==> src/rtl/mac_pkg.sv <==
// rtl/mac_pkg.sv - shared types and widths for the MAC sequencer
package mac_pkg;

    typedef enum logic [2:0] {
        IDLE  = 3'd0,
        CLEAR = 3'd1,
        RUN   = 3'd2,
        DRAIN = 3'd3,
        DONE  = 3'd4
    } mac_state_t;

    localparam int OP_W   = 16;
    localparam int PROD_W = 32;
    localparam int ACC_W  = 35;

endpackage

==> src/rtl/mac_lat_pipe.sv <==
// rtl/mac_lat_pipe.sv - LAT-deep delay of mul_vld that becomes acc_en
module mac_lat_pipe #(
    parameter int LAT = 1
) (
    input  logic clk,
    input  logic clr,
    input  logic vld_in,
    output logic vld_out
);

    logic [LAT-1:0] sr;

    always_ff @(posedge clk) begin
        if (clr) begin
            sr <= '0;
        end else begin
            sr[0] <= vld_in;
            for (int i = 1; i < LAT; i++) begin
                sr[i] <= sr[i-1];
            end
        end
    end

    assign vld_out = sr[LAT-1];

endmodule

==> src/rtl/mac_seq_ctrl.sv <==
// rtl/mac_seq_ctrl.sv - dot-product sequencer for the 16-bit MAC datapath
// Optional MAC_OVF_FLAG_EN registers res_ovf from the accumulator upper bits.
module mac_seq_ctrl
    import mac_pkg::*;
#(
    parameter int LEN_W   = 8,
    parameter int MUL_LAT = 1
) (
    input  logic              clk,
    input  logic              clr,
    input  logic              start,
    input  logic [LEN_W-1:0]  len,
    output logic              busy,
    input  logic              op_valid,
    input  logic [OP_W-1:0]   op_a,
    input  logic [OP_W-1:0]   op_b,
    output logic              op_ready,
    output logic [OP_W-1:0]   mul_a,
    output logic [OP_W-1:0]   mul_b,
    output logic              mul_vld,
    output logic              acc_clr,
    output logic              acc_en,
    input  logic [ACC_W-1:0]  acc_out,
    output logic              res_valid,
    output logic [ACC_W-1:0]  res_data,
    output logic              res_ovf,
    input  logic              res_ready
);

    localparam int DW = $clog2(MUL_LAT + 2) + 1;
    // DRAIN spans MUL_LAT+2 cycles so the last product has landed in acc_out
    localparam logic [DW-1:0] DLAST = DW'(MUL_LAT + 1);

    mac_state_t       state, state_nxt;
    logic [LEN_W-1:0] cnt;
    logic [DW-1:0]    dcnt;
    logic             hs;
    logic             capture;

    assign hs      = op_valid && op_ready;
    assign capture = (state == DRAIN) && (dcnt == DLAST);

    always_ff @(posedge clk) begin
        if (clr) state <= IDLE;
        else     state <= state_nxt;
    end

    always_comb begin
        state_nxt = state;
        case (state)
            IDLE:    if (start) state_nxt = CLEAR;
            CLEAR:   state_nxt = (cnt != '0) ? RUN : DRAIN;
            RUN:     if (hs && cnt == LEN_W'(1)) state_nxt = DRAIN;
            DRAIN:   if (capture) state_nxt = DONE;
            DONE:    if (res_ready) state_nxt = IDLE;
            default: state_nxt = IDLE;
        endcase
    end

    always_comb begin
        busy      = (state != IDLE);
        op_ready  = (state == RUN);
        acc_clr   = (state == CLEAR);
        res_valid = (state == DONE);
    end

    always_ff @(posedge clk) begin
        if (clr) begin
            cnt      <= '0;
            dcnt     <= '0;
            mul_a    <= '0;
            mul_b    <= '0;
            mul_vld  <= 1'b0;
            res_data <= '0;
        end else begin
            mul_vld <= hs;
            if (state == IDLE && start) begin
                cnt <= len;
            end else if (hs) begin
                cnt <= cnt - LEN_W'(1);
            end
            if (hs) begin
                mul_a <= op_a;
                mul_b <= op_b;
            end
            dcnt <= (state == DRAIN) ? dcnt + DW'(1) : '0;
            if (capture) res_data <= acc_out;
        end
    end

`ifdef MAC_OVF_FLAG_EN
    logic ovf_q;

    always_ff @(posedge clk) begin
        if (clr)          ovf_q <= 1'b0;
        else if (capture) ovf_q <= |acc_out[ACC_W-1:PROD_W];
    end

    assign res_ovf = ovf_q;
`else
    assign res_ovf = 1'b0;
`endif

    mac_lat_pipe #(.LAT(MUL_LAT)) u_lat_pipe (
        .clk     (clk),
        .clr     (clr),
        .vld_in  (mul_vld),
        .vld_out (acc_en)
    );

endmodule
==> config.mk <==
export PLATFORM = sky130hd
export DESIGN_NAME = mac_seq_ctrl
export DESIGN_NICKNAME = d
export VERILOG_FILES = /design/src/rtl/mac_pkg.sv /design/src/rtl/mac_lat_pipe.sv /design/src/rtl/mac_seq_ctrl.sv
export SDC_FILE = /design/constraint.sdc
export NUM_CORES = 1
export LEC_CHECK = 0
export BUFFER_PORTS_ARGS = -buffer_cell sky130_fd_sc_hd__buf_4
export CAP_MARGIN = 15
export CORE_ASPECT_RATIO = 0.8
export CORE_MARGIN = 5
export CORE_UTILIZATION = 33
export DETAILED_ROUTE_END_ITERATION = 8
export PLACE_DENSITY_LB_ADDON = 0.12
export SYNTH_ARGS = -nofsm -noshare
export SYNTH_HDL_FRONTEND = slang
export SYNTH_SLANG_ARGS = --single-unit
==> constraint.sdc <==
create_clock -name clk -period 2 [get_ports clk]
set_input_delay 0.5 -clock clk [delete_from_list [all_inputs] [get_ports clk]]
set_output_delay 0.5 -clock clk [all_outputs]
set_load 0.02 [all_outputs]
==> impl_metrics.ini, run 1 <==
[run_status]
outcome = completed

[clocking]
path_clk_slew_ns = 0.06
cts_resized = 0
h-tree-depth = 3
cts_buffers = 9
cts_tree = yes
clock_sinks = 83
cts_setup_buffers = 0
clock_latency_ns = 0.33
cts_buffer_depth = 2
clockRootBuffer = clkbuf_16
hold_buffers = 0

[global_routing]
gr-total-overflow = 0
antenna_found_initial = 0
globalRouteTotalUtil_pct = 14.7
grt_pass1_wl_microns = 13800
grt_max_degree = 36
grt_pass1_vias = 2758

[finish]
n_antenna_cell = 0
drive_gt1_share_pct = 35.1
syn_to_final_growth_pct = 48.5
most-common-layout-cells = buf_4, dfxtp_1, nand2_1, nor2_1
final_common_cell = buf_4
nets = 585

[min_path]
min_path_cells = 3
min_path_type = in -> reg

[detailed_routing]
drt_drc_violations_left = 0
drt.antenna.violating_nets = 0
first_pass_iters = 4
avgViaCountPerCell = 4.52
avgRoutedWirePerCell_microns = 14.0
detailedRoute.firstIterationViolations = 97
wl_microns = 8700
vias = 2817

[setup_path]
path_buf_inv = 1
cp.arrival_ns = 1.37
crit_fanout = 11
crit_family = flip-flops
cp-start-kind = flop
timing_worst_setup_path_type = reg -> out
slowest_stage = dfxtp_1
path_depth = 2
path_cells = nor3b_1 > buf_4
reg2reg_depth = 4
end_kind = output pin
required_ns = 1.50
slowest_delay_ns = 0.53

[synthesis]
synth-async-reset-ratio_pct = 0
avgSynthCellArea_sq_um = 8.93
syn_inst = 355
synth_warnings = 0
synth_flop_cell = dfxtp_1
synth.distinct_cells = 34
synth_seq_area_share_pct = 52.4
synth_seq_cells = 83
synth_area_sq_um = 3170
synth_fp_nets = 440
synth-edff-count = 0

[placed_design]
dp_hpwl_microns = 6310
post-place-ws_ns = 0.296
port_buffers = 152
place_congestion = 0.788

[timing]
fin_ws_ns = 0.127
report.final.slew_viol_count = 0
worst_pin_slew_ns = 0.510
fmaxAchievable_ghz = 0.534
rsz0062_at_grt = false
period_share_pct = 93.7
setup-tns-final_ns = 0
finClkSkew_ns = 0.00454
post-route-min-period_ns = 1.87
hold_ws_ns = 0.405
finalHoldViolCount = 0
slew_headroom_pct = 65.9
setup_violations = 0

[flow_run]
maxCapViolations = 0

[floorplanning]
placeableCoreArea_sq_um = 9530
rows = 32
dieHeight_microns = 97.7
start_util_pct = 33.3
die_w_microns = 120
dieArea_sq_um = 11700
ioPinCount = 154

[power]
p_leak_nw = 1.98
power.density_nw_per_um2 = 975
vdd_drop_max_uv = 543
==> Yosys cell counts, types with 4 or more instances <==
library cell / count / area share (%)
dfxtp_1: 83 / 52
nand2_1: 70 / 8.3
nor2_1: 52 / 6.2
a21oi_1: 35 / 5.5
mux2i_1: 35 / 11
clkbuf_1: 13 / 1.5
nor3_1: 7 / 1.1
a211oi_1: 5 / 1.2
buf_2: 5 / 0.79
buf_4: 5 / 1.2
ha_1: 5 / 2.0
inv_1: 5 / 0.59
xor2_1: 4 / 1.1
==> sequential cells by signal, indices dropped and copies added (netlist names) <==
register	count
mul_a	16
state	3
dcnt	3
u_lat_pipe.vld_out	1
mul_b	16
cnt	8
res_data	35
mul_vld	1
==> routing by layer <==
| layer | share of wire [%] | track usage, % |
|---|---|---|
| met1 | 45 | 17.9 |
| met4 | 1.4 | 5.19 |
| met5 | 0 | 0 |
| met2 | 45 | 22.5 |
| met3 | 8.8 | 7.22 |
==> final timing paths <==
path / slack, ns / end / startpoint
min: 0.40 / res_data[27] / acc_out[27]
max: 0.13 / op_ready / state[1]
max reg2reg: 0.30 / cnt[7] / cnt[0]
min reg2reg: 0.45 / dcnt[0] / dcnt[0]
==> worst min-delay path, cell delays in order <==
cell     delay (ns)
buf_4          0.07
mux2i_1        0.05
nor2_1         0.07
==> where the power goes <==
group / internal (W) / total [W] / switching [W]
registers: 0.00180 / 0.00195 / 0.000150
clock network: 0.000958 / 0.00159 / 0.000629
logic: 0.000482 / 0.00105 / 0.000571
total: 0.00324 / 0.00459 / 0.00135
==> cell type report <==
| cell class | count | area [sq um] |
|---|---|---|
| tap | 119 | 149 |
| clock buffer | 12 | 236 |
| clock inverter | 3 | 40.0 |
| multi-input combinational | 241 | 1380 |
| timing repair buffer | 160 | 1230 |
| fill | 948 | 4820 |
| inverter | 5 | 18.8 |
| sequential | 83 | 1660 |
==> logic make-up (layout without fill, tap and decap cells) <==
group | count (synthesis) | count (layout) | share of synthesized area (%)
AO/OA/AOI/OAI | 46 | 46 | 8.41
XOR/XNOR | 7 | 7 | 1.93
adder cells (fa/ha/maj) | 5 | 5 | 1.97
buffers and inverters | 31 | 180 | 4.46
flip-flops | 83 | 83 | 52.4
multiplexers | 35 | 35 | 11.0
other | 1 | 1 | 0.118
AND/OR/NAND/NOR | 147 | 147 | 19.7
==> metrics by stage <==
stage | power, W | instance area (sq um) | util [%] | instances
finish | 0.00459 | 4710 | 49.4 | 623
global route | 0.00487 | 4710 | 49.4 | 623
CTS | 0.00466 | 4710 | 49.4 | 623
detailed placement | 0.00305 | 4430 | 46.5 | 608
global placement | 0.00304 | 4430 | 46.5 | 608
floorplan | 0.00261 | 3170 | - | 355
No activity file was read; power rests on OpenSTA's default activity.
==> run 2: changes to the inputs <==
Settings changed: CORE_UTILIZATION 33 to 45, SYNTH_HIERARCHICAL from default to 1.
==> run 2 against run 1 <==
Effect of this change:
- fmax is 0.24% higher
- hold slack got worse by 0.012 ns
- first-iteration DRC count up 10%
- critical path depth stayed put
- critical path type unchanged
- critical endpoint is now acc_clr
==> impl_metrics.ini, run 2 <==
[run_status]
outcome = completed

[power]
p_sw_share_pct = 31.3
p_leak_nw = 1.90
vdd_drop_max_uv = 411
clkPwrFrac_pct = 28.5
power.density_nw_per_um2 = 859
p_comb_share_pct = 23.0
p_int_w = 0.00270
p_seq_share_pct = 48.5
p_sw_w = 0.00123

[setup_path]
end_kind = output pin
crit_fanout = 13
reg2reg_depth = 5
rr_startpoint = state[0]
slowest_stage = dfxtp_1
required_ns = 1.50
path_buf_inv = 1
cp.arrival_ns = 1.37
r2r_end = res_data[12]
cp-start-kind = flop
slowest_delay_ns = 0.55
crit_family = flip-flops
path_cells = nor3b_1 > buf_4
timing_worst_setup_path_type = reg -> out
reg2reg_slack_ns = 0.24

[synthesis]
syn_inst = 389
avgSynthCellArea_sq_um = 8.16
synth_fp_nets = 474
synth-async-reset-ratio_pct = 0
synth_seq_area_share_pct = 52.3
yosys.area.top_type = dfxtp_1
synth_top_cells_by_count = nand2_1, dfxtp_1, a21oi_1
synth_top_area_share_pct = 52.3
synth_most_common_cell = nand2_1
synth-edff-count = 0
synth_area_sq_um = 3170
synth_seq_cells = 83
synth_flop_cell = dfxtp_1
synthTopCellsByArea = dfxtp_1, nand2_1, a21oi_1
synth.distinct_cells = 40
synth_warnings = 6

[timing]
report.final.slew_viol_count = 0
rsz0062_at_grt = false
finClkSkew_ns = 0.0108
post-route-min-period_ns = 1.87
hold_ws_ns = 0.393
setup-tns-final_ns = 0
setup_violations = 0
period_share_pct = 93.4
finalHoldViolCount = 0
fmaxAchievable_ghz = 0.535

[global_routing]
antenna_found_initial = 0
gr-total-overflow = 0
grt_pass1_vias = 2961
grt_pass1_wl_microns = 13800
globalRouteTotalUtil_pct = 18.8
grt_max_degree = 48

[clocking]
cts_setup_buffers = 0
hold_buffers = 0
cts_tree = yes
cts_resized = 0
cts_buffers = 9
clock_sinks = 83
path_clk_slew_ns = 0.09
h-tree-depth = 3
clockRootBuffer = clkbuf_8
clock_latency_ns = 0.34
cts_buffer_depth = 2

[finish]
reg.largest.list = res_data: 35 flops, mul_a: 16 flops, mul_b: 16 flops
regArea_sq_um = 1660
most-common-layout-cells = buf_4, nand2_1, dfxtp_1, a21oi_1, nor2_1
multi_input_area_sq_um = 1380
final_common_cell = buf_4
syn_to_final_growth_pct = 44.1
largest_register = res_data
fill_cells = 620
n_antenna_cell = 0
largest_register_ffs = 35
drive_gt1_share_pct = 34.0
nets = 616

[floorplanning]
die_w_microns = 104
dieHeight_microns = 85.1
rows = 27
dieArea_sq_um = 8840
placeableCoreArea_sq_um = 6890
start_util_pct = 46.1
ioPinCount = 154

[placed_design]
dp_hpwl_microns = 6140
place_congestion = 0.765
port_buffers = 152

[detailed_routing]
detailedRoute.firstIterationViolations = 107
first_pass_iters = 4
vias = 3057
avgRoutedWirePerCell_microns = 13.6
wl_microns = 8450
drt_drc_violations_left = 0
avgViaCountPerCell = 4.91
drt.antenna.violating_nets = 0

[min_path]
min_path_type = in -> reg
holdPathEnd = res_data[32]
min_path_cells = 3
worstHoldStart = acc_out[32]

[flow_run]
maxCapViolations = 0
run 2: cell count changes in the layout (fill, tap and decap cells not counted), moves of 5 or more:
cell,previous run,this run
nand2_1,70,140
clkbuf_16,9,0
nor3_1,6,1
clkbuf_8,0,10
a21oi_1,35,68
mux2i_1,35,0
nor2_1,52,14
run 2: worst max-delay path by stage:
stage | slack, ns | startpoint | depth (start not counted) | endpoint
after CTS | 0.16 | state[0] | 2 | acc_clr
after floorplan | 0.36 | state[0] | 2 | acc_clr
after global routing | 0.03 | state[0] | 3 | busy
final | 0.13 | state[0] | 2 | acc_clr
after detailed placement | 0.28 | state[0] | 5 | res_data[12]
after global placement | 0.33 | op_valid | 5 | cnt[7]
run 2: tightest hold or removal path: stages:
cell	delay [ns]
buf_4	0.11
nand2_1	0.04
a21oi_1	0.05
run 2: final cells by class:
cell class                 count  area share (%)
clock inverter                 6            1.01
inverter                       4           0.328
tap                           87            2.38
multi-input combinational    274            30.1
clock buffer                  10            3.01
sequential                    83            36.3
timing repair buffer         159            26.9
run 2: stage by stage:
stage | instances | utilization, % | worst slack, ns | power [W] | cell area (sq um)
floorplan | 389 | - | 0.355 | 0.00248 | 3170
global placement | 607 | 63.7 | 0.334 | 0.00283 | 4390
detailed placement | 607 | 63.7 | 0.279 | 0.00285 | 4390
CTS | 623 | 66.4 | 0.157 | 0.00398 | 4580
global route | 623 | 66.4 | 0.0316 | 0.00416 | 4580
finish | 623 | 66.4 | 0.131 | 0.00393 | 4580
run 2: cell families (layout without fill, tap and decap cells):
logic type      count (synthesis)  in the layout  share of synthesized area, %
other cells                     1              1                         0.118
flops                          83             83                          52.3
xor+xnor                        7              7                          1.93
fa+ha+maj                       5              5                          1.97
compound gates                 82             82                          14.0
buf+inv                        32            179                          4.53
simple gates                  179            179                          25.1
run 2: power by group through the flow:
stage               Clock [W]  Sequential (W)  Combinational, W
floorplan                   0         0.00197          0.000513
global placement            0         0.00193          0.000900
detailed placement          0         0.00194          0.000910
CTS                   0.00116         0.00190          0.000917
global route          0.00123         0.00193           0.00100
finish                0.00112         0.00191          0.000903
run 2: routing by layer:
layer / track usage (%) / share of wire [%] / vias to the layer above
met5: 0 / 0 / -
met1: 22.9 / 44 / 1394
met2: 29.5 / 45 / 100
li1: - / - / 1555
met4: 5.76 / 0.98 / 0
met3: 9.28 / 10 / 8
==> run 3: changes to the inputs <==
Settings changed: CELL_PAD_IN_SITES_DETAIL_PLACEMENT from default to 1, CELL_PAD_IN_SITES_GLOBAL_PLACEMENT from default to 1, CORE_UTILIZATION 45 to 32.
==> run 3 against run 2 <==
Effect of this change:
- first-iteration DRC count rose by 40%
- register-to-register slack barely moved
- fmax rose by 3.1%
- critical path type unchanged
- routed wire length rose by 22%
- via count rose by 2.3%
- global-route usage fell by 1.6 points
- highest routed layer unchanged
- critical endpoint unchanged
- clock-buffer cell count rose by 5
- die area rose by 36%
==> impl_metrics.ini, run 3 (same netlist as run 2, synthesis figures left out) <==
[clocking]
cts_tree = yes
hold_buffers = 0
cts_resized = 0
cts_buffers = 9
clock_latency_ns = 0.33
path_clk_slew_ns = 0.06
clock_sinks = 83
cts_buffer_depth = 2
cts_setup_buffers = 0
h-tree-depth = 3
clockRootBuffer = clkbuf_16

[setup_path]
slowest_delay_ns = 0.56
required_ns = 1.50
path_cells = nor3b_1 > buf_4
crit_family = flip-flops
r2r_end = res_data[29]
slowest_stage = dfxtp_1
cp.arrival_ns = 1.31
crit_fanout = 13
end_kind = output pin
rr_startpoint = state[0]
timing_worst_setup_path_type = reg -> out
reg2reg_depth = 5
cp-start-kind = flop
reg2reg_slack_ns = 0.24
path_buf_inv = 1

[floorplanning]
start_util_pct = 32.9
ioPinCount = 154
rows = 32
die_w_microns = 121
placeableCoreArea_sq_um = 9650
dieArea_sq_um = 12000
dieHeight_microns = 99.1

[timing]
slew_headroom_pct = 64.1
worst_pin_slew_ns = 0.537
setup-tns-final_ns = 0
report.final.slew_viol_count = 0
period_share_pct = 90.6
setup_violations = 0
finalHoldViolCount = 0
fmaxAchievable_ghz = 0.552
finClkSkew_ns = 0.00588
post-route-min-period_ns = 1.81
rsz0062_at_grt = false

[finish]
final_common_cell = buf_4
reg.largest.list = res_data: 35 flops, mul_a: 16 flops, mul_b: 16 flops
drive_gt1_share_pct = 34.1
largest_register_ffs = 35
syn_to_final_growth_pct = 50.2
largest_register = res_data
nets = 619
most-common-layout-cells = buf_4, nand2_1, dfxtp_1, a21oi_1, nor2_1
n_antenna_cell = 0

[detailed_routing]
first_pass_iters = 4
top_layer = met4
avgViaCountPerCell = 4.63
detailedRoute.firstIterationViolations = 150
met2_wirelength_microns = 4730
drt_drc_violations_left = 0
routed-wl-met3_microns = 1090
drt.antenna.violating_nets = 0
vias = 3127
avgRoutedWirePerCell_microns = 15.2
wl_microns = 10300
wl_met1_microns = 4360

[global_routing]
gr-total-overflow = 0
grt_pass1_vias = 3298
antenna_found_initial = 0
globalRouteTotalUtil_pct = 17.2
grt_max_degree = 45
grt_pass1_wl_microns = 16600

[min_path]
min_path_cells = 3
min_path_type = in -> reg
holdPathEnd = mul_b[12]
worstHoldStart = op_b[12]

[flow_run]
maxCapViolations = 0

[placed_design]
port_buffers = 152
dp_hpwl_microns = 7630
place_congestion = 0.779

[power]
vdd_drop_max_uv = 518
p_leak_nw = 1.97
power.density_nw_per_um2 = 956
p_total_w = 0.00456

[run_status]
outcome = completed
==> run 3: cell types whose count changed in the layout (fill, tap and decap cells not counted), moves of 2 or more <==
cell and change:
buf_4 +5, clkbuf_16 +9, clkbuf_1 +3, clkinvlp_4 -2, clkbuf_8 -7, inv_6 -3
buf_12 -2
==> run 3: worst max path at each step <==
stage / start / endpoint / slack [ns] / cells past startpoint
after global routing: state[2] / res_valid / 0.01 / 2
after floorplan: state[0] / acc_clr / 0.36 / 2
after detailed placement: op_valid / cnt[5] / 0.31 / 5
final: state[0] / acc_clr / 0.19 / 2
after global placement: op_valid / cnt[5] / 0.34 / 5
after CTS: state[0] / busy / 0.10 / 3
==> run 3: area by class of cell <==
cell class	instances	area, sq um
Clock buffer	15	278
Timing Repair Buffer	162	1230
Sequential cell	83	1660
Clock inverter	1	30.0
Multi-Input combinational cell	274	1390
Tap cell	136	170
Inverter	4	15.0
Fill cell	1183	4880
==> run 3: worst min-delay path: stages <==
cell and delay (ns):
buf_4 0.11, nand2_1 0.04, a21oi_1 0.05
==> run 3: report_power, final <==
part / total, W / internal, W / switching (W)
combinational: 0.000932 / 0.000429 / 0.000502
clock: 0.00171 / 0.00107 / 0.000634
sequential: 0.00192 / 0.00178 / 0.000141
total: 0.00456 / 0.00328 / 0.00128
==> run 3: per-stage QoR <==
| step | instances | util [%] | setup WS (ns) | hold WS [ns] | instance area (sq um) |
|---|---|---|---|---|---|
| final | 675 | 49.4 | 0.188 | 0.408 | 4770 |
| after CTS | 675 | 49.4 | 0.105 | 0.396 | 4760 |
| after global routing | 675 | 49.4 | 0.00971 | 0.399 | 4770 |
| after detailed placement | 659 | 46.2 | 0.309 | 0.447 | 4460 |
| after floorplan | 389 | - | 0.355 | 0.417 | 3170 |
| after global placement | 659 | 46.2 | 0.337 | 0.430 | 4460 |
==> run 3: layer usage <==
metal | global-route usage (%) | vias to the layer above
met2 | 27.5 | 92
met3 | 9.29 | 11
met4 | 4.91 | 0
met5 | 0 | -
li1 | - | 1560
met1 | 20.1 | 1464
